<file path="config.mk">
export PLATFORM = sky130hd
export DESIGN_NAME = pipe_ctrl_seq_flat
export DESIGN_NICKNAME = d
export VERILOG_FILES = /design/src/rtl/pipe_ctrl_seq_pkg.sv /design/src/rtl/pipe_ctrl_seq_if.sv /design/src/rtl/pipe_ctrl_seq_decode.sv /design/src/rtl/pipe_ctrl_seq.sv /design/src/flat_wrapper.sv
export SDC_FILE = /design/constraint.sdc
export NUM_CORES = 1
export LEC_CHECK = 0
export BUFFER_PORTS_ARGS = -buffer_cell sky130_fd_sc_hd__buf_2
export CELL_PAD_IN_SITES_DETAIL_PLACEMENT = 1
export CELL_PAD_IN_SITES_GLOBAL_PLACEMENT = 2
export CORE_UTILIZATION = 27
export DETAILED_ROUTE_END_ITERATION = 16
export HOLD_SLACK_MARGIN = 0.12
export PLACE_DENSITY = 0.81
export RECOVER_POWER = 50
export SLEW_MARGIN = 20
export SYNTH_ARGS = -nofsm -noshare
export SYNTH_HDL_FRONTEND = slang
export SYNTH_SLANG_ARGS = --single-unit
</file>
<file path="constraint.sdc">
create_clock -name clk -period 2.5 [get_ports clk]
set_input_delay 0.5 -clock clk [delete_from_list [all_inputs] [get_ports clk]]
set_output_delay 0.5 -clock clk [all_outputs]
set_load 0.005 [all_outputs]
</file>
<file path="src/rtl/pipe_ctrl_seq_pkg.sv">
// Shared encodings for the ID-stage pipeline controller: opcodes, functs,
// PC-select / writeback / destination codes, MD FSM states and the control bundle.
package pipe_ctrl_seq_pkg;

    localparam logic [5:0] OP_RTYPE = 6'h00;
    localparam logic [5:0] OP_J     = 6'h02;
    localparam logic [5:0] OP_JAL   = 6'h03;
    localparam logic [5:0] OP_BEQ   = 6'h04;
    localparam logic [5:0] OP_ADDI  = 6'h08;
    localparam logic [5:0] OP_ADDIU = 6'h09;
    localparam logic [5:0] OP_SLTI  = 6'h0a;
    localparam logic [5:0] OP_SLTIU = 6'h0b;
    localparam logic [5:0] OP_ANDI  = 6'h0c;
    localparam logic [5:0] OP_LUI   = 6'h0f;
    localparam logic [5:0] OP_LW    = 6'h23;
    localparam logic [5:0] OP_SW    = 6'h2b;

    localparam logic [5:0] FN_SLL   = 6'h00;
    localparam logic [5:0] FN_SRL   = 6'h02;
    localparam logic [5:0] FN_SRA   = 6'h03;
    localparam logic [5:0] FN_JR    = 6'h08;
    localparam logic [5:0] FN_JALR  = 6'h09;
    localparam logic [5:0] FN_MFHI  = 6'h10;
    localparam logic [5:0] FN_MFLO  = 6'h12;
    // mult/multu/div/divu occupy 0x18..0x1b, i.e. funct[5:2] == 4'b0110
    localparam logic [3:0] FN_MD_HI = 4'b0110;

    localparam logic [1:0] PC_SRC_PC4    = 2'b00;
    localparam logic [1:0] PC_SRC_BRANCH = 2'b01;
    localparam logic [1:0] PC_SRC_JUMP   = 2'b10;
    localparam logic [1:0] PC_SRC_JREG   = 2'b11;

    localparam logic [1:0] MEM2REG_ALU = 2'b00;
    localparam logic [1:0] MEM2REG_MEM = 2'b01;
    localparam logic [1:0] MEM2REG_PC8 = 2'b10;

    localparam logic [1:0] REGDST_RT = 2'b00;
    localparam logic [1:0] REGDST_RD = 2'b01;
    localparam logic [1:0] REGDST_RA = 2'b10;

    typedef enum logic [0:0] {
        MD_IDLE = 1'b0,
        MD_BUSY = 1'b1
    } md_state_e;

    typedef struct packed {
        logic       reg_wr;
        logic       mem_wr;
        logic       mem_rd;
        logic       alu_src_a;
        logic       alu_src_b;
        logic       ext_op;
        logic       lui_op;
        logic       branch;
        logic [3:0] alu_op;
        logic [1:0] mem_to_reg;
        logic [1:0] reg_dst;
    } ctrl_t;

endpackage

</file>
<file path="src/rtl/pipe_ctrl_seq_if.sv">
// Bundle between the IF/ID side, the controller and the ID/EX consumers.
interface pipe_ctrl_seq_if #(
    parameter int REG_AW = 5
);
    logic [31:0]       id_instr;
    logic              id_valid;
    logic              branch_taken;
    logic [1:0]        pc_src;
    logic              pc_stall;
    logic              if_id_stall;
    logic              if_id_flush;
    logic              ex_reg_wr;
    logic              ex_mem_wr;
    logic              ex_mem_rd;
    logic              ex_alu_src_a;
    logic              ex_alu_src_b;
    logic              ex_ext_op;
    logic              ex_lui_op;
    logic              ex_branch;
    logic [3:0]        ex_alu_op;
    logic [1:0]        ex_mem_to_reg;
    logic [1:0]        ex_reg_dst;
    logic [REG_AW-1:0] ex_rt;
    logic              md_start;
    logic [1:0]        md_op;
    logic              md_busy;

    modport master (
        output id_instr, id_valid, branch_taken,
        input  pc_src, pc_stall, if_id_stall, if_id_flush,
        input  ex_reg_wr, ex_mem_wr, ex_mem_rd, ex_alu_src_a, ex_alu_src_b,
        input  ex_ext_op, ex_lui_op, ex_branch, ex_alu_op, ex_mem_to_reg,
        input  ex_reg_dst, ex_rt, md_start, md_op, md_busy
    );

    modport slave (
        input  id_instr, id_valid, branch_taken,
        output pc_src, pc_stall, if_id_stall, if_id_flush,
        output ex_reg_wr, ex_mem_wr, ex_mem_rd, ex_alu_src_a, ex_alu_src_b,
        output ex_ext_op, ex_lui_op, ex_branch, ex_alu_op, ex_mem_to_reg,
        output ex_reg_dst, ex_rt, md_start, md_op, md_busy
    );
endinterface

</file>
<file path="src/rtl/pipe_ctrl_seq_decode.sv">
// Pure combinational opcode/funct decoder producing the control bundle and
// the hazard-relevant classification of the ID instruction.
module pipe_ctrl_seq_decode
    import pipe_ctrl_seq_pkg::*;
(
    input  logic       i_valid,
    input  logic [5:0] i_opcode,
    input  logic [5:0] i_funct,
    output ctrl_t      o_ctrl,
    output logic       o_known,
    output logic       o_uses_rt,
    output logic       o_is_md,
    output logic       o_is_mfhilo,
    output logic [1:0] o_jump_src
);

    always_comb begin
        o_ctrl      = '0;
        o_known     = 1'b0;
        o_uses_rt   = 1'b0;
        o_is_md     = 1'b0;
        o_is_mfhilo = 1'b0;
        o_jump_src  = PC_SRC_PC4;
        if (i_valid) begin
            o_known = 1'b1;
            case (i_opcode)
                OP_RTYPE: begin
                    o_is_md             = (i_funct[5:2] == FN_MD_HI);
                    o_is_mfhilo         = (i_funct == FN_MFHI) || (i_funct == FN_MFLO);
                    o_ctrl.reg_wr       = !((i_funct == FN_JR) || (i_funct[5:2] == FN_MD_HI));
                    o_ctrl.reg_dst      = REGDST_RD;
                    o_ctrl.alu_op[2:0]  = 3'b010;
                    o_ctrl.alu_src_a    = (i_funct == FN_SLL) || (i_funct == FN_SRL) ||
                                          (i_funct == FN_SRA);
                    o_uses_rt           = 1'b1;
                    if (i_funct == FN_JR) begin
                        o_jump_src = PC_SRC_JREG;
                    end else if (i_funct == FN_JALR) begin
                        o_jump_src        = PC_SRC_JREG;
                        o_ctrl.mem_to_reg = MEM2REG_PC8;
                    end
                end
                OP_J: begin
                    o_jump_src = PC_SRC_JUMP;
                end
                OP_JAL: begin
                    o_jump_src        = PC_SRC_JUMP;
                    o_ctrl.reg_wr     = 1'b1;
                    o_ctrl.reg_dst    = REGDST_RA;
                    o_ctrl.mem_to_reg = MEM2REG_PC8;
                end
                OP_BEQ: begin
                    o_ctrl.branch      = 1'b1;
                    o_ctrl.alu_op[2:0] = 3'b001;
                    o_uses_rt          = 1'b1;
                end
                OP_ADDI, OP_ADDIU: begin
                    o_ctrl.reg_wr    = 1'b1;
                    o_ctrl.alu_src_b = 1'b1;
                end
                OP_SLTI, OP_SLTIU: begin
                    o_ctrl.reg_wr      = 1'b1;
                    o_ctrl.alu_src_b   = 1'b1;
                    o_ctrl.alu_op[2:0] = 3'b101;
                end
                OP_ANDI: begin
                    o_ctrl.reg_wr      = 1'b1;
                    o_ctrl.alu_src_b   = 1'b1;
                    o_ctrl.alu_op[2:0] = 3'b100;
                end
                OP_LUI: begin
                    o_ctrl.reg_wr    = 1'b1;
                    o_ctrl.alu_src_b = 1'b1;
                    o_ctrl.lui_op    = 1'b1;
                end
                OP_LW: begin
                    o_ctrl.reg_wr     = 1'b1;
                    o_ctrl.alu_src_b  = 1'b1;
                    o_ctrl.mem_rd     = 1'b1;
                    o_ctrl.mem_to_reg = MEM2REG_MEM;
                end
                OP_SW: begin
                    o_ctrl.alu_src_b = 1'b1;
                    o_ctrl.mem_wr    = 1'b1;
                    o_uses_rt        = 1'b1;
                end
                default: begin
                    o_known = 1'b0;
                end
            endcase
            // Fields common to every recognised instruction; unknown ones stay a bubble
            if (o_known) begin
                o_ctrl.ext_op    = (i_opcode != OP_ANDI);
                o_ctrl.alu_op[3] = i_opcode[0];
            end
        end
    end

endmodule

</file>
<file path="src/rtl/pipe_ctrl_seq.sv">
// ID-stage controller: decode, ID/EX control register, load-use / HI-LO stall,
// branch/jump redirect and the multi-cycle mult/div occupancy tracker.
module pipe_ctrl_seq
    import pipe_ctrl_seq_pkg::*;
#(
    parameter int MULDIV_LAT = 4,
    parameter int REG_AW     = 5
) (
    input  logic            clk,
    input  logic            reset,
    pipe_ctrl_seq_if.slave  bus
);

    localparam int                 CNT_W    = $clog2(MULDIV_LAT + 1);
    localparam logic [CNT_W-1:0]   CNT_INIT = CNT_W'(MULDIV_LAT - 1);

    ctrl_t             w_dec;
    logic              w_known;
    logic              w_uses_rt;
    logic              w_is_md;
    logic              w_is_mfhilo;
    logic [1:0]        w_jump_src;
    logic [REG_AW-1:0] w_rs;
    logic [REG_AW-1:0] w_rt;
    logic              w_hz_lu;
    logic              w_hz_md;
    logic              w_stall;
    logic              w_load_md;
    ctrl_t             w_ctrl_p0;
    logic [REG_AW-1:0] w_rt_p0;
    logic [1:0]        w_pc_src;
    logic              w_flush;
    logic              w_unused;

    ctrl_t             r_ctrl_p1;
    logic [REG_AW-1:0] r_rt_p1;

    md_state_e         r_md_state;
    md_state_e         w_md_state_nx;
    logic [CNT_W-1:0]  r_md_cnt;
    logic [CNT_W-1:0]  w_md_cnt_nx;
    logic              r_md_start;
    logic [1:0]        r_md_op;

    pipe_ctrl_seq_decode u_decode (
        .i_valid     (bus.id_valid),
        .i_opcode    (bus.id_instr[31:26]),
        .i_funct     (bus.id_instr[5:0]),
        .o_ctrl      (w_dec),
        .o_known     (w_known),
        .o_uses_rt   (w_uses_rt),
        .o_is_md     (w_is_md),
        .o_is_mfhilo (w_is_mfhilo),
        .o_jump_src  (w_jump_src)
    );

    assign w_rs     = bus.id_instr[21 +: REG_AW];
    assign w_rt     = bus.id_instr[16 +: REG_AW];
    assign w_unused = ^bus.id_instr[15:6];

    // A load targeting $zero never produces a value worth waiting for
    assign w_hz_lu = r_ctrl_p1.mem_rd && (r_rt_p1 != '0) && w_known &&
                     ((r_rt_p1 == w_rs) || ((r_rt_p1 == w_rt) && w_uses_rt));
    assign w_hz_md = (r_md_state == MD_BUSY) && (w_is_md || w_is_mfhilo);
    assign w_stall = w_hz_lu || w_hz_md;

    // Redirect priority: taken branch kills ID, then stalls, then jumps
    always_comb begin
        w_pc_src        = PC_SRC_PC4;
        w_flush         = 1'b0;
        bus.pc_stall    = 1'b0;
        bus.if_id_stall = 1'b0;
        w_ctrl_p0       = w_dec;
        w_rt_p0         = w_known ? w_rt : '0;
        w_load_md       = w_is_md;
        if (bus.branch_taken) begin
            w_pc_src  = PC_SRC_BRANCH;
            w_flush   = 1'b1;
            w_ctrl_p0 = '0;
            w_rt_p0   = '0;
            w_load_md = 1'b0;
        end else if (w_stall) begin
            bus.pc_stall    = 1'b1;
            bus.if_id_stall = 1'b1;
            w_ctrl_p0       = '0;
            w_rt_p0         = '0;
            w_load_md       = 1'b0;
        end else if (w_jump_src != PC_SRC_PC4) begin
            w_pc_src = w_jump_src;
            w_flush  = 1'b1;
        end
    end

    assign bus.pc_src      = w_pc_src;
    assign bus.if_id_flush = w_flush;

    // ID -> EX boundary
    always_ff @(posedge clk or negedge reset) begin
        if (!reset) begin
            r_ctrl_p1 <= '0;
            r_rt_p1   <= '0;
        end else begin
            r_ctrl_p1 <= w_ctrl_p0;
            r_rt_p1   <= w_rt_p0;
        end
    end

    assign bus.ex_reg_wr     = r_ctrl_p1.reg_wr;
    assign bus.ex_mem_wr     = r_ctrl_p1.mem_wr;
    assign bus.ex_mem_rd     = r_ctrl_p1.mem_rd;
    assign bus.ex_alu_src_a  = r_ctrl_p1.alu_src_a;
    assign bus.ex_alu_src_b  = r_ctrl_p1.alu_src_b;
    assign bus.ex_ext_op     = r_ctrl_p1.ext_op;
    assign bus.ex_lui_op     = r_ctrl_p1.lui_op;
    assign bus.ex_branch     = r_ctrl_p1.branch;
    assign bus.ex_alu_op     = r_ctrl_p1.alu_op;
    assign bus.ex_mem_to_reg = r_ctrl_p1.mem_to_reg;
    assign bus.ex_reg_dst    = r_ctrl_p1.reg_dst;
    assign bus.ex_rt         = r_rt_p1;

    // HI/LO occupancy: a taken branch does not abort an operation already issued
    always_comb begin
        w_md_state_nx = r_md_state;
        w_md_cnt_nx   = r_md_cnt;
        case (r_md_state)
            MD_IDLE: begin
                if (w_load_md) begin
                    w_md_cnt_nx   = CNT_INIT;
                    w_md_state_nx = (CNT_INIT == '0) ? MD_IDLE : MD_BUSY;
                end
            end
            MD_BUSY: begin
                w_md_cnt_nx = r_md_cnt - CNT_W'(1);
                if (r_md_cnt <= CNT_W'(1)) begin
                    w_md_state_nx = MD_IDLE;
                end
            end
            default: begin
                w_md_state_nx = MD_IDLE;
                w_md_cnt_nx   = '0;
            end
        endcase
    end

    always_ff @(posedge clk or negedge reset) begin
        if (!reset) begin
            r_md_state <= MD_IDLE;
            r_md_cnt   <= '0;
            r_md_start <= 1'b0;
            r_md_op    <= 2'b00;
        end else begin
            r_md_state <= w_md_state_nx;
            r_md_cnt   <= w_md_cnt_nx;
            r_md_start <= w_load_md;
            if (w_load_md) begin
                r_md_op <= bus.id_instr[1:0];
            end
        end
    end

    assign bus.md_start = r_md_start;
    assign bus.md_op    = r_md_op;
    assign bus.md_busy  = (r_md_state == MD_BUSY);

endmodule

</file>
<file path="src/flat_wrapper.sv">
// flat-port wrapper written by rule: the top's interface ports become plain ports
module pipe_ctrl_seq_flat import pipe_ctrl_seq_pkg::*;
#(
    parameter int MULDIV_LAT = 4,
    parameter int REG_AW     = 5
)
  (clk, reset, bus_id_instr, bus_id_valid, bus_branch_taken, bus_pc_src, bus_pc_stall, bus_if_id_stall, bus_if_id_flush, bus_ex_reg_wr, bus_ex_mem_wr, bus_ex_mem_rd, bus_ex_alu_src_a, bus_ex_alu_src_b, bus_ex_ext_op, bus_ex_lui_op, bus_ex_branch, bus_ex_alu_op, bus_ex_mem_to_reg, bus_ex_reg_dst, bus_ex_rt, bus_md_start, bus_md_op, bus_md_busy);
  pipe_ctrl_seq_if #(.REG_AW(REG_AW)) bus_i ();
  input  logic clk;
  input  logic reset;
  input wire logic [$bits(bus_i.id_instr)-1:0] bus_id_instr;
  input wire logic [$bits(bus_i.id_valid)-1:0] bus_id_valid;
  input wire logic [$bits(bus_i.branch_taken)-1:0] bus_branch_taken;
  output wire logic [$bits(bus_i.pc_src)-1:0] bus_pc_src;
  output wire logic [$bits(bus_i.pc_stall)-1:0] bus_pc_stall;
  output wire logic [$bits(bus_i.if_id_stall)-1:0] bus_if_id_stall;
  output wire logic [$bits(bus_i.if_id_flush)-1:0] bus_if_id_flush;
  output wire logic [$bits(bus_i.ex_reg_wr)-1:0] bus_ex_reg_wr;
  output wire logic [$bits(bus_i.ex_mem_wr)-1:0] bus_ex_mem_wr;
  output wire logic [$bits(bus_i.ex_mem_rd)-1:0] bus_ex_mem_rd;
  output wire logic [$bits(bus_i.ex_alu_src_a)-1:0] bus_ex_alu_src_a;
  output wire logic [$bits(bus_i.ex_alu_src_b)-1:0] bus_ex_alu_src_b;
  output wire logic [$bits(bus_i.ex_ext_op)-1:0] bus_ex_ext_op;
  output wire logic [$bits(bus_i.ex_lui_op)-1:0] bus_ex_lui_op;
  output wire logic [$bits(bus_i.ex_branch)-1:0] bus_ex_branch;
  output wire logic [$bits(bus_i.ex_alu_op)-1:0] bus_ex_alu_op;
  output wire logic [$bits(bus_i.ex_mem_to_reg)-1:0] bus_ex_mem_to_reg;
  output wire logic [$bits(bus_i.ex_reg_dst)-1:0] bus_ex_reg_dst;
  output wire logic [$bits(bus_i.ex_rt)-1:0] bus_ex_rt;
  output wire logic [$bits(bus_i.md_start)-1:0] bus_md_start;
  output wire logic [$bits(bus_i.md_op)-1:0] bus_md_op;
  output wire logic [$bits(bus_i.md_busy)-1:0] bus_md_busy;
  assign bus_i.id_instr = bus_id_instr;
  assign bus_i.id_valid = bus_id_valid;
  assign bus_i.branch_taken = bus_branch_taken;
  assign bus_pc_src = bus_i.pc_src;
  assign bus_pc_stall = bus_i.pc_stall;
  assign bus_if_id_stall = bus_i.if_id_stall;
  assign bus_if_id_flush = bus_i.if_id_flush;
  assign bus_ex_reg_wr = bus_i.ex_reg_wr;
  assign bus_ex_mem_wr = bus_i.ex_mem_wr;
  assign bus_ex_mem_rd = bus_i.ex_mem_rd;
  assign bus_ex_alu_src_a = bus_i.ex_alu_src_a;
  assign bus_ex_alu_src_b = bus_i.ex_alu_src_b;
  assign bus_ex_ext_op = bus_i.ex_ext_op;
  assign bus_ex_lui_op = bus_i.ex_lui_op;
  assign bus_ex_branch = bus_i.ex_branch;
  assign bus_ex_alu_op = bus_i.ex_alu_op;
  assign bus_ex_mem_to_reg = bus_i.ex_mem_to_reg;
  assign bus_ex_reg_dst = bus_i.ex_reg_dst;
  assign bus_ex_rt = bus_i.ex_rt;
  assign bus_md_start = bus_i.md_start;
  assign bus_md_op = bus_i.md_op;
  assign bus_md_busy = bus_i.md_busy;
  pipe_ctrl_seq #(.MULDIV_LAT(MULDIV_LAT), .REG_AW(REG_AW)) u_core (.clk(clk), .reset(reset), .bus(bus_i));
endmodule
</file>
# ---- Word-level counts from Yosys, hierarchy flattened
# Cells that the tools add are included.
dict set report totals {
  reg_bits 28
  latchBits 0
  ram_bits 0
  romBits 0
  inputBits 36
  elab_cells 112
  mem_count 0
}
dict set report op_classes {
  addsub 1
  mul 0
  div 0
  magnitude_cmp 1
  eq_ne 22
  shift 0
  mux 48
  bitwise_logic 1
  n_reduce_logical 23
}
# cell count
set op_table {}
lappend op_table {{6-bit by 4-bit equality test with 1-bit output (second input constant)} 8}
lappend op_table {{16-bit two-way mux} 3}
lappend op_table {{1-bit two-way mux} 26}
lappend op_table {{6-bit by 2-bit equality test with 1-bit output (second input constant)} 4}
lappend op_table {{2-bit two-way mux} 8}
lappend op_table {{8-bit OR reduction} 2}
lappend op_table {{5-bit two-way mux} 3}
lappend op_table {{6-bit by 5-bit equality test with 1-bit output (second input constant)} 2}
lappend op_table {{6-bit equality test (second input constant)} 2}
lappend op_table {{6-bit zero test} 2}
lappend op_table {{3-bit case mux with 4 select lines} 1}
lappend op_table {{12-bit OR reduction} 1}
lappend op_table {{5-bit equality test} 2}
lappend op_table {{2-bit case mux with 2 select lines} 2}
lappend op_table {{1-bit logical OR} 7}
lappend op_table {{6-bit by 3-bit equality test with 1-bit output (second input constant)} 1}
lappend op_table {{6-bit by 4-bit inequality test with 1-bit output (second input constant)} 1}
lappend op_table {{2-bit case mux with 3 select lines} 1}
lappend op_table {{3-bit case mux with 2 select lines} 1}
lappend op_table {{1-bit logical AND} 5}
lappend op_table {{5-bit nonzero test} 1}
lappend op_table {{4-bit by 3-bit equality test with 1-bit output (second input constant)} 1}
lappend op_table {{1-bit case mux with 2 select lines} 2}
lappend op_table {{2-bit OR reduction} 2}
lappend op_table {{8 further kinds} 8}

# ---- Logic depth before layout (Yosys ltp)
# Gate-level depths: netlist (run 1).
dict set report logic_depth {
  depth_word 12
  ltp_mapped 8
  ltp_nobuf 6
}

# ---- Cells and area by module
# Synthesis (run 1) repeated with hierarchy kept, for this count alone.
dict set report unflattened {
  cells_unflattened 162
  area_unflattened_um2 1631.6
}
# mod instances cells_each area_each_um2
set modules_own_cells {}
lappend modules_own_cells {pipe_ctrl_seq 1 97 1216.2}
lappend modules_own_cells {pipe_ctrl_seq_decode 1 65 415.4}

# ---- Worst setup path after synthesis (run 1)
# Ideal clock, no wire load.
dict set report synth_path {
  path_kind {input to output}
  start {input bus_id_instr[30]}
  end {output bus_pc_stall}
  arrival_ns 1.784
  required_ns 2.000
  slack_ns 0.216
  cell_stages 6
  n_path_buf 2
  path_cell_list {clkbuf_1 -> or2_2 -> o32ai_1 -> o211ai_4 -> a21oi_1 -> buf_4}
}
dict set report synth_between {
  elab_chain_cells 10
}
# element line
set synth_rtl {}
lappend synth_rtl {{from (decl)} flat_wrapper.sv:11} ;# input wire logic [$bits(bus_i.id_instr)-1:0] bus_id_instr;
lappend synth_rtl {{6-bit equality test (tied with other cells)} pipe_ctrl_seq_decode.sv:26} ;# case (i_opcode)
lappend synth_rtl {{12-bit OR reduction (no line) or 3-bit OR reduction (tied branches)} n/a}
lappend synth_rtl {{1-bit two-way mux} pipe_ctrl_seq_decode.sv:26}
lappend synth_rtl {{1-bit two-way mux} pipe_ctrl_seq_decode.sv:24} ;# if (i_valid) begin
lappend synth_rtl {{1-bit two-way mux or 1-bit logical AND (tied branches)} {pipe_ctrl_seq_decode.sv:24, pipe_ctrl_seq.sv:63}}
lappend synth_rtl {{1-bit logical AND or 1-bit logical OR (tied branches)} {pipe_ctrl_seq.sv:62, pipe_ctrl_seq.sv:63}}
lappend synth_rtl {{1-bit logical AND} pipe_ctrl_seq.sv:62} ;# assign w_hz_lu = r_ctrl_p1.mem_rd && (r_rt_p1 != '0) && w_known &&
lappend synth_rtl {{1-bit logical OR (*)} pipe_ctrl_seq.sv:65} ;# assign w_stall = w_hz_lu || w_hz_md;
lappend synth_rtl {{1-bit two-way mux (*) (2 in series)} n/a}
lappend synth_rtl {{to (decl)} flat_wrapper.sv:15} ;# output wire logic [$bits(bus_i.pc_stall)-1:0] bus_pc_stall;
# Mark *: on every way between the ends. The rest lies on a longest branch, timed or not. The select of a mux whose other input is x is not followed.

# ---- Final worst setup path (run 1)
dict set report layout_path {
  start {register u_core.r_rt_p1[0], in the netlist u_core.bus.ex_rt[0]}
  end {output bus_pc_src[0]}
}
dict set report layout_between {
  elab_chain_cells 7
}
# element line
set layout_rtl {}
lappend layout_rtl {{from (decl)} pipe_ctrl_seq.sv:36} ;# logic [REG_AW-1:0] r_rt_p1;
lappend layout_rtl {{from (signal assigned)} pipe_ctrl_seq.sv:104} ;# r_rt_p1 <= w_rt_p0;
lappend layout_rtl {{5-bit equality test or 5-bit nonzero test (tied branches)} {pipe_ctrl_seq.sv:63, pipe_ctrl_seq.sv:62}}
lappend layout_rtl {{1-bit logical AND (on tied branches)} {pipe_ctrl_seq.sv:63, pipe_ctrl_seq.sv:62}}
lappend layout_rtl {{1-bit logical OR or 1-bit logical AND (tied branches)} {pipe_ctrl_seq.sv:63, pipe_ctrl_seq.sv:62}}
lappend layout_rtl {{1-bit logical AND (*)} pipe_ctrl_seq.sv:62}
lappend layout_rtl {{1-bit logical OR (*)} pipe_ctrl_seq.sv:65}
lappend layout_rtl {{2-bit two-way mux (*)} pipe_ctrl_seq.sv:82} ;# end else if (w_stall) begin
lappend layout_rtl {{2-bit two-way mux (*)} pipe_ctrl_seq.sv:76} ;# if (bus.branch_taken) begin
lappend layout_rtl {{to (decl)} flat_wrapper.sv:14} ;# output wire logic [$bits(bus_i.pc_src)-1:0] bus_pc_src;
# Mark *: on every way between the ends. The rest lies on a longest branch, timed or not.

==> run summary, run 1 <==
The flow ran to the end, but the final reports show violations. The checks that failed: max-capacitance violations, max-slew violations, negative setup slack. The post-detailed-placement half-perimeter wirelength came out at roughly 3000 microns. The count of buffers added on input and output ports is 55. In the global route stage, met3 resource usage came out at 0.0347. The total via count in the routed design came out at 1322.

The pre-antenna-repair detailed-routing pass consisted of 4 iterations. The layout-stage area growth over the synthesis result came out at 32.4%. The number of nets in the finished design came out at between 200 and 300.

STA classifies the critical path endpoint as a primary output. The portion of the clock cycle consumed by the worst path in the final layout is 1.00. The total power of the final layout came out at about 0.83 mW.

For met2 alone, demand over resource in global routing was 0.228. The antenna diode count is 0. The die area is 0.00587 sq mm. Setup violations remaining at the end of the flow were counted as 1. The effective utilization at floorplan came out at 0.287. The post-layout minimum cycle time came out at 2.50 ns. The share of the Yosys chip area taken by registers is 0.466. The count of non-filler cells in the finished layout is 288. The count of maximum capacitance violations is 1.

The fraction of final layout cells with drive strength greater than 1 came out at 0.399. The number of buffer and inverter stages on the critical path came out at 2. The critical-path maximum fanout is 4. The gate count of the mapped netlist is between 150 and 200. The number of placed cells counting well taps came out at 283.

The async set-or-reset flop fraction in the synthesized netlist is 1.00. Among all cell types in the netlist, the one instantiated most often is sky130_fd_sc_hd__dfrtp_1. Headroom to the max-slew limit came out at -0.0231. Entering global routing, the biggest net connects 29 pins.

The most heavily used metal layer in global routing is met2. The number of distinct library cells after synthesis is 40. CTS placed an instance of sky130_fd_sc_hd__clkbuf_8 at the clock tree root. The number of levels the H-tree was split into came out at 1. After routing, the total negative slack on setup checks comes to -0.00297 ns. The kind of cell with the highest combined delay along the critical path is simple AND/OR/NAND/NOR gates. The global-route track usage on met1 is 0.192. Dividing the detail-routed wire length by the instance count gives 13.6 microns.

The kind of critical path is reg2out. For the worst-skew pair, the clock arrives at the later sink with an insertion delay of 0.27 ns. The arrival time at the worst endpoint came out at ~2.0 ns. The routed design has 3910 microns of wire. The min-delay analysis places its worst path in the category in2reg. The number of pins exceeding their max-slew limit in the final report came out at 29.

Across the routed clock network, the largest skew measured is 0.00453 ns. Sorting the synthesized cells by area gives the leading types as sky130_fd_sc_hd__dfrtp_1, sky130_fd_sc_hd__nor2_1, sky130_fd_sc_hd__xnor2_1, sky130_fd_sc_hd__nand2_1, sky130_fd_sc_hd__nor4_4. The share of the synthesized area in the top cell type is 0.466. The floorplan step set the die width to 76.6 microns.

TritonCTS created 3 clock buffers. The clock edge transition at the registers on the reported setup and hold paths is 0.09 ns. The number of warning messages in the yosys log is 0.

The first routing iteration left 43 violations. TritonCTS built the clock tree. After layout, the worst setup slack is -0.00297 ns.

The floorplan has 26 rows. The number of antenna violations at the first check in global routing is 0. During I/O placement, the number of pins put on the boundary was 66. The height of the die came out at 76.6 microns. Setup repair after global routing could not meet its margin everywhere. The analysis attributes to cell leakage a power of 0.996 nW. The via count of the first global-routing pass is 1376. The worst path required time is 2.00 ns. The slew at the pin closest to its max-slew limit is about 1.5 ns. The first global-routing pass estimated about 6700 microns of wire. The synthesized design spends more area on one cell type than any other, namely sky130_fd_sc_hd__dfrtp_1. In this run the power density over the cells is between 400 and 500 mW/mm^2. The commonest cells after synthesis are sky130_fd_sc_hd__dfrtp_1, sky130_fd_sc_hd__nor2_1, sky130_fd_sc_hd__nand2_1. The final count of hold timing violations came out at 0.

The core region area is 0.00524 sq mm. The flip-flop count of the largest register after layout came out at 5. The critical path goes through or4_1 -> o211ai_1 -> inv_1 -> o211ai_4 -> nand2_2 -> o31ai_4 -> buf_2. The number of nets in the synthesized netlist is 191. The worst setup path is launched from a flip-flop.

The number of sinks on the clock net came out at 28. In the routed layout, each cell is associated on average with a via count of 4.59. The worst hold margin is around 0.40 ns. In the routed design, unresolved DRC markers number 0.

Global routing finished with a remaining overflow of 0. The largest individual stage delay along the critical path comes from the cell sky130_fd_sc_hd__or4_1. The final antenna-violating net count is 0.

The mapped cell area came out at 0.00150 sq mm. The buffer levels on the longest clock path came out at 2. Among all flip-flop cells after synthesis, the most frequent one is sky130_fd_sc_hd__dfrtp_1. The achievable frequency is 400 MHz. The total routing usage reported by global routing came out at 0.145. The mean instance size in the synthesized netlist is 9.83 sq um.

The placer congestion estimate is approximately 0.76. The worst voltage drop across the vdd grid came out at 0.166 mV. Synthesis inferred 28 register bits.

The largest single stage delay on the critical path is 0.51 ns. Counting flops with a built-in enable in the synthesized netlist gives 0.
cell type report:
| cell class | count | area [sq um] |
|---|---|---|
| fill | 634 | 3250 |
| sequential | 28 | 701 |
| timing repair buffer | 68 | 369 |
| inverter | 8 | 30.0 |
| tap | 70 | 87.6 |
| multi-input combinational | 111 | 762 |
| clock buffer | 3 | 41.3 |
final timing paths:
path                            cells after the start  slack, ns                       startpoint                                    end
worst max-delay path                                7     -0.003    u_core.bus.ex_rt[0]$_DFF_PN0_                          bus_pc_src[0]
worst min-delay path                                2       0.40                 bus_branch_taken  u_core.bus.ex_mem_to_reg[1]$_DFF_PN0_
worst max register to register                      9       0.44    u_core.bus.ex_rt[0]$_DFF_PN0_        u_core.bus.md_op[0]$_DFFE_PN0P_
worst min register to register                      1       0.51  u_core.bus.md_op[1]$_DFFE_PN0P_        u_core.bus.md_op[1]$_DFFE_PN0P_
max in group asynchronous                           1       1.02                            reset        u_core.bus.md_op[0]$_DFFE_PN0P_
min in group asynchronous                           1       0.59                            reset         u_core.bus.ex_ext_op$_DFF_PN0_
where the power goes:
part / internal, mW / total (mW) / leakage, nW / switching, mW
clock: 0.108 / 0.244 / 0.0216 / 0.136
combinational: 0.0520 / 0.129 / 0.585 / 0.0768
sequential: 0.458 / 0.462 / 0.390 / 0.00347
stage by stage:
stage	worst slack [ns]	area [sq um]	util
2_1_floorplan	0.216	1500	-
3_3_place_gp	0.0287	1910	0.364
3_5_place_dp	0.0215	1910	0.364
4_1_cts	-0.0436	1970	0.376
5_1_grt	-0.118	1990	0.380
6_report	-0.00297	1990	0.380
kinds of logic after synthesis:
family | count (synthesis) | synth area share
AO/OA/AOI/OAI | 27 | 0.125
adder cells (fa/ha/maj) | 2 | 0.0166
buffers and inverters | 14 | 0.0491
multiplexers | 2 | 0.0200
flip-flops | 28 | 0.466
XOR/XNOR | 11 | 0.0641
AND/OR/NAND/NOR | 69 | 0.260
layout by cell type, fill, tap and decap left out, types with 3 or more instances in the layout:
master / n
sky130_fd_sc_hd__xor2_1: 4
sky130_fd_sc_hd__a21oi_1: 8
sky130_fd_sc_hd__and2_1: 6
sky130_fd_sc_hd__nand2_2: 3
sky130_fd_sc_hd__nor3_2: 3
sky130_fd_sc_hd__nor2_1: 17
sky130_fd_sc_hd__clkbuf_1: 3
sky130_fd_sc_hd__nand2_1: 15
sky130_fd_sc_hd__buf_2: 52
sky130_fd_sc_hd__buf_4: 13
sky130_fd_sc_hd__o21ai_0: 6
sky130_fd_sc_hd__dfrtp_1: 28
sky130_fd_sc_hd__inv_1: 8
sky130_fd_sc_hd__clkbuf_8: 3
sky130_fd_sc_hd__a211oi_1: 3
sky130_fd_sc_hd__nor4_1: 3
sky130_fd_sc_hd__xnor2_1: 6
what timing repair did:
action	CTS	global route
hold buffers	0	0
setup endpoints to repair	2	5
pin swaps	4	5
gates resized for setup	3	4
setup buffers	1	1
layer usage:
| layer | up-vias | share of wire |
|---|---|---|
| met5 | - | 0 |
| met4 | 0 | 0.014 |
| met3 | 5 | 0.061 |
| met2 | 44 | 0.46 |
| met1 | 619 | 0.47 |
| li1 | 654 | - |
Note: power is estimated with default switching activity, not from simulation.
==> inputs of run 2 (changes only) <==
--- a/config.mk
+++ b/config.mk
@@ -8,10 +8,12 @@
 export BUFFER_PORTS_ARGS = -buffer_cell sky130_fd_sc_hd__buf_2
 export CELL_PAD_IN_SITES_DETAIL_PLACEMENT = 1
 export CELL_PAD_IN_SITES_GLOBAL_PLACEMENT = 2
-export CORE_UTILIZATION = 27
+export CORE_MARGIN = 3
+export CORE_UTILIZATION = 28
+export CTS_BUF_LIST = sky130_fd_sc_hd__clkbuf_8
 export DETAILED_ROUTE_END_ITERATION = 16
 export HOLD_SLACK_MARGIN = 0.12
-export PLACE_DENSITY = 0.81
+export PLACE_DENSITY = 0.83
 export RECOVER_POWER = 50
 export SLEW_MARGIN = 20
 export SYNTH_ARGS = -nofsm -noshare
==> run summary, run 2 (same netlist as run 1, synthesis figures left out) <==
The flow ran to the end, and the final reports show no timing, DRC or antenna violations. The die area came to 0.00629 sq mm (+7.0%). The CTS root buffer is sky130_fd_sc_hd__clkbuf_8. The number of levels the H-tree was split into came out at 1 (unchanged).

The layout-stage area growth over the synthesis result came out at 35.6%. TritonCTS built the clock tree. The worst path required time came out at 2.00 ns (about the same). The sequential cell fraction of total power is 0.553 (about the same). The power density over the cells came out at 410 mW/mm^2 (-2.3%).

The count of maximum capacitance violations is 0 (-1). The height of the die is 79.3 microns (+3.5%). The worst hold path begins at bus_branch_taken.

The post-detailed-placement half-perimeter wirelength is 3120 microns (+2.7%). The number of pins exceeding their max-slew limit in the final report came out at 0 (-100%). The clock edge transition at the registers on the reported setup and hold paths is 0.09 ns (about the same).

The net switching power figure is 0.214 mW (-1.0%). The violation count after the first detailed-route iteration came out at 29 (-33%). The count of endpoints failing setup in the final report is 0 (-1).

The detailed-router iteration count before antenna repair is 3 (-1). The site row count is 26 (unchanged). The internal power component is 0.622 mW (+0.49%). The worst flop-to-flop path startpoint is u_core.bus.ex_rt[3]$_DFF_PN0_. The pin count of the biggest net entering global routing came to 29 (unchanged). The final antenna-violating net count came out at 0 (unchanged). The effective utilization at floorplan is 0.293 (+0.00545). The critical path is of the reg2out type. The first-pass GRT wire length came out at 6580 microns (-1.5%). The number of buffer and inverter stages on the critical path is 2 (unchanged). The worst voltage drop across the vdd grid is 0.205 mV (+24%). The placer congestion estimate came to 0.814 (+6.8%). The number of buffers created by CTS is 3 (unchanged).

The average wire per cell in the routed design is 13.7 microns (+0.50%). The path class of the tightest hold or removal check is in2reg. The width of the die is 79.3 microns (+3.5%). The average vias per placed instance came out at 4.60 (+0.12%). The number of sinks on the clock net was 28 (unchanged). In this run the critical register-to-register path is captured at u_core.bus.md_op[0]$_DFFE_PN0P_. The worst setup path is captured at a primary output. The cell with the largest stage delay on the worst path is sky130_fd_sc_hd__or4_1. The total power of the final layout came out at 0.835 mW (about the same).

The antenna diode count is 0 (unchanged). The count of port buffers added during placement is 55 (unchanged). The clock latency at the later pin of the worst-skew pair came out at 0.27 ns (about the same). The storage element area was 701 sq um (unchanged).

The worst slew margin relative to its limit is 0.0133 (+0.0365). The arrival time at the worst endpoint came out at 1.99 ns (about the same). The startpoint type of the worst setup path is a flip-flop. The delay of the slowest cell on the worst path came out at 0.53 ns (+0.02 ns). The via count of the first global-routing pass came out at 1399 (+1.7%). The number of placed cells counting well taps came to 286 (+1.1%). The number of hold-repair buffers added at the cts stage is 0 (unchanged). The multi-input combinational cell area is 782 sq um (+2.6%). The flip-flop count of the largest register after layout is 5 (unchanged). The number of antenna violations at the first check in global routing is 0 (unchanged). The worst setup skew after layout came to 0.00562 ns (+0.00109 ns). The switching portion of total power is 0.256 (-0.00295). The slew at the pin closest to its max-slew limit is 1.48 ns (-0.0547 ns). The path with the worst hold slack has its endpoint at u_core.bus.ex_mem_to_reg[1]$_DFF_PN0_.

The library cells used most frequently in the layout, excluding fill and tap cells, are sky130_fd_sc_hd__buf_2, sky130_fd_sc_hd__dfrtp_1, sky130_fd_sc_hd__nor2_1, sky130_fd_sc_hd__buf_4, sky130_fd_sc_hd__nand2_1. The fraction of final layout cells with drive strength greater than 1 is 0.419 (+0.0198). The post-layout minimum cycle time is 2.49 ns (-0.0121 ns).

The aggregate routed wire length came out at 3990 microns (+1.9%). The number of fill cells in the layout came out at 631 (-0.47%). The top-level port count came to 66 (unchanged).

The achievable frequency came out at 401 MHz (+0.49%). Leaving out fill and tap cells, the most frequent cell in the layout is sky130_fd_sc_hd__buf_2. The count of non-filler cells in the finished layout is 292 (+1.4%). The remaining global-route overflow is 0 (unchanged).

The total via count in the routed design is 1342 (+1.5%). The share of power burned in combinational logic was 0.158 (+0.004). The final core utilization came out at 0.397 (+0.0167). The worst hold margin came out at 0.426 ns (+0.0289 ns).

The number of nets in the finished design is 262 (+1.6%). The kind of cell with the highest combined delay along the critical path is simple AND/OR/NAND/NOR gates. The total DRC errors in the routed layout is 0 (unchanged). The core region area came to 0.00514 sq mm (-1.9%). The final count of hold timing violations came out at 0 (unchanged). The critical path goes through or4_1 -> o211ai_1 -> inv_1 -> o211ai_4 -> nand2_4 -> o31ai_4 -> buf_2.

The critical-path maximum fanout is 3 (-1). Setup repair after global routing could not meet its margin everywhere. The depth of the worst register-to-register path came out at 9 (unchanged).

The share of power burned in the clock network came out at 0.289 (-0.003). The buffer levels on the longest clock path is 2 (unchanged). The static leakage came out at 1.02 nW (+2.1%). The portion of the clock cycle consumed by the worst path in the final layout is 0.996 (-0.00484). The register-to-register setup slack is 0.40 ns (-0.04 ns).

The cell count of the worst hold path is 2 (unchanged). The total routing usage reported by global routing is 0.134 (-0.0114).
[run 2: power by group through the flow]
stage | sequential [mW] | clock (mW) | combinational (mW)
final | 0.462 | 0.242 | 0.132
after floorplan | 0.471 | 0 | 0.0616
after CTS | 0.462 | 0.258 | 0.131
after global routing | 0.463 | 0.282 | 0.149
after global placement | 0.471 | 0 | 0.124
after detailed placement | 0.471 | 0 | 0.127
[run 2: repair_timing]
| item | CTS | global route |
|---|---|---|
| pin swaps | 4 | 6 |
| resized for setup | 5 | 6 |
| hold endpoints to repair | 0 | 0 |
| setup endpoints to repair | 2 | 5 |
| gates cloned | 0 | 0 |
| buffers inserted | 2 | 1 |
[run 2: stage by stage]
step,worst slack (ns),cell area [sq um],TNS [ns]
after global placement,0.0445,1930,0
after floorplan,0.216,1500,0
after global routing,-0.104,2040,-0.335
after CTS,-0.0270,2000,-0.0497
after detailed placement,0.0287,1930,0
final,0.00914,2040,0
[run 2: how the worst max path moves through the flow]
stage | start | end | slack [ns] | depth (start not counted)
global placement | bus_id_instr[26] | bus_pc_src[0] | 0.04 | 8
CTS | u_core.bus.ex_rt[0]$_DFF_PN0_ | bus_if_id_flush | -0.03 | 7
floorplan | bus_id_instr[30] | bus_pc_stall | 0.22 | 6
detailed placement | bus_id_instr[26] | bus_pc_src[0] | 0.03 | 8
finish | u_core.bus.ex_rt[0]$_DFF_PN0_ | bus_pc_src[0] | 0.009 | 7
global route | u_core.bus.ex_rt[0]$_DFF_PN0_ | bus_pc_src[0] | -0.10 | 7
[run 2: layout make-up]
type	count	area share
inverter	8	0.0147
clock buffer	3	0.0202
multi-input combinational	111	0.383
sequential	28	0.344
tap	70	0.0429
timing repair buffer	72	0.195
[run 2: per-layer routing]
layer | share of wire | track usage | vias to the layer above
met5 | 0 | 0 | -
met4 | 0.012 | 0.0361 | 0
met3 | 0.051 | 0.0306 | 4
met2 | 0.50 | 0.224 | 34
met1 | 0.44 | 0.173 | 640
li1 | - | - | 664
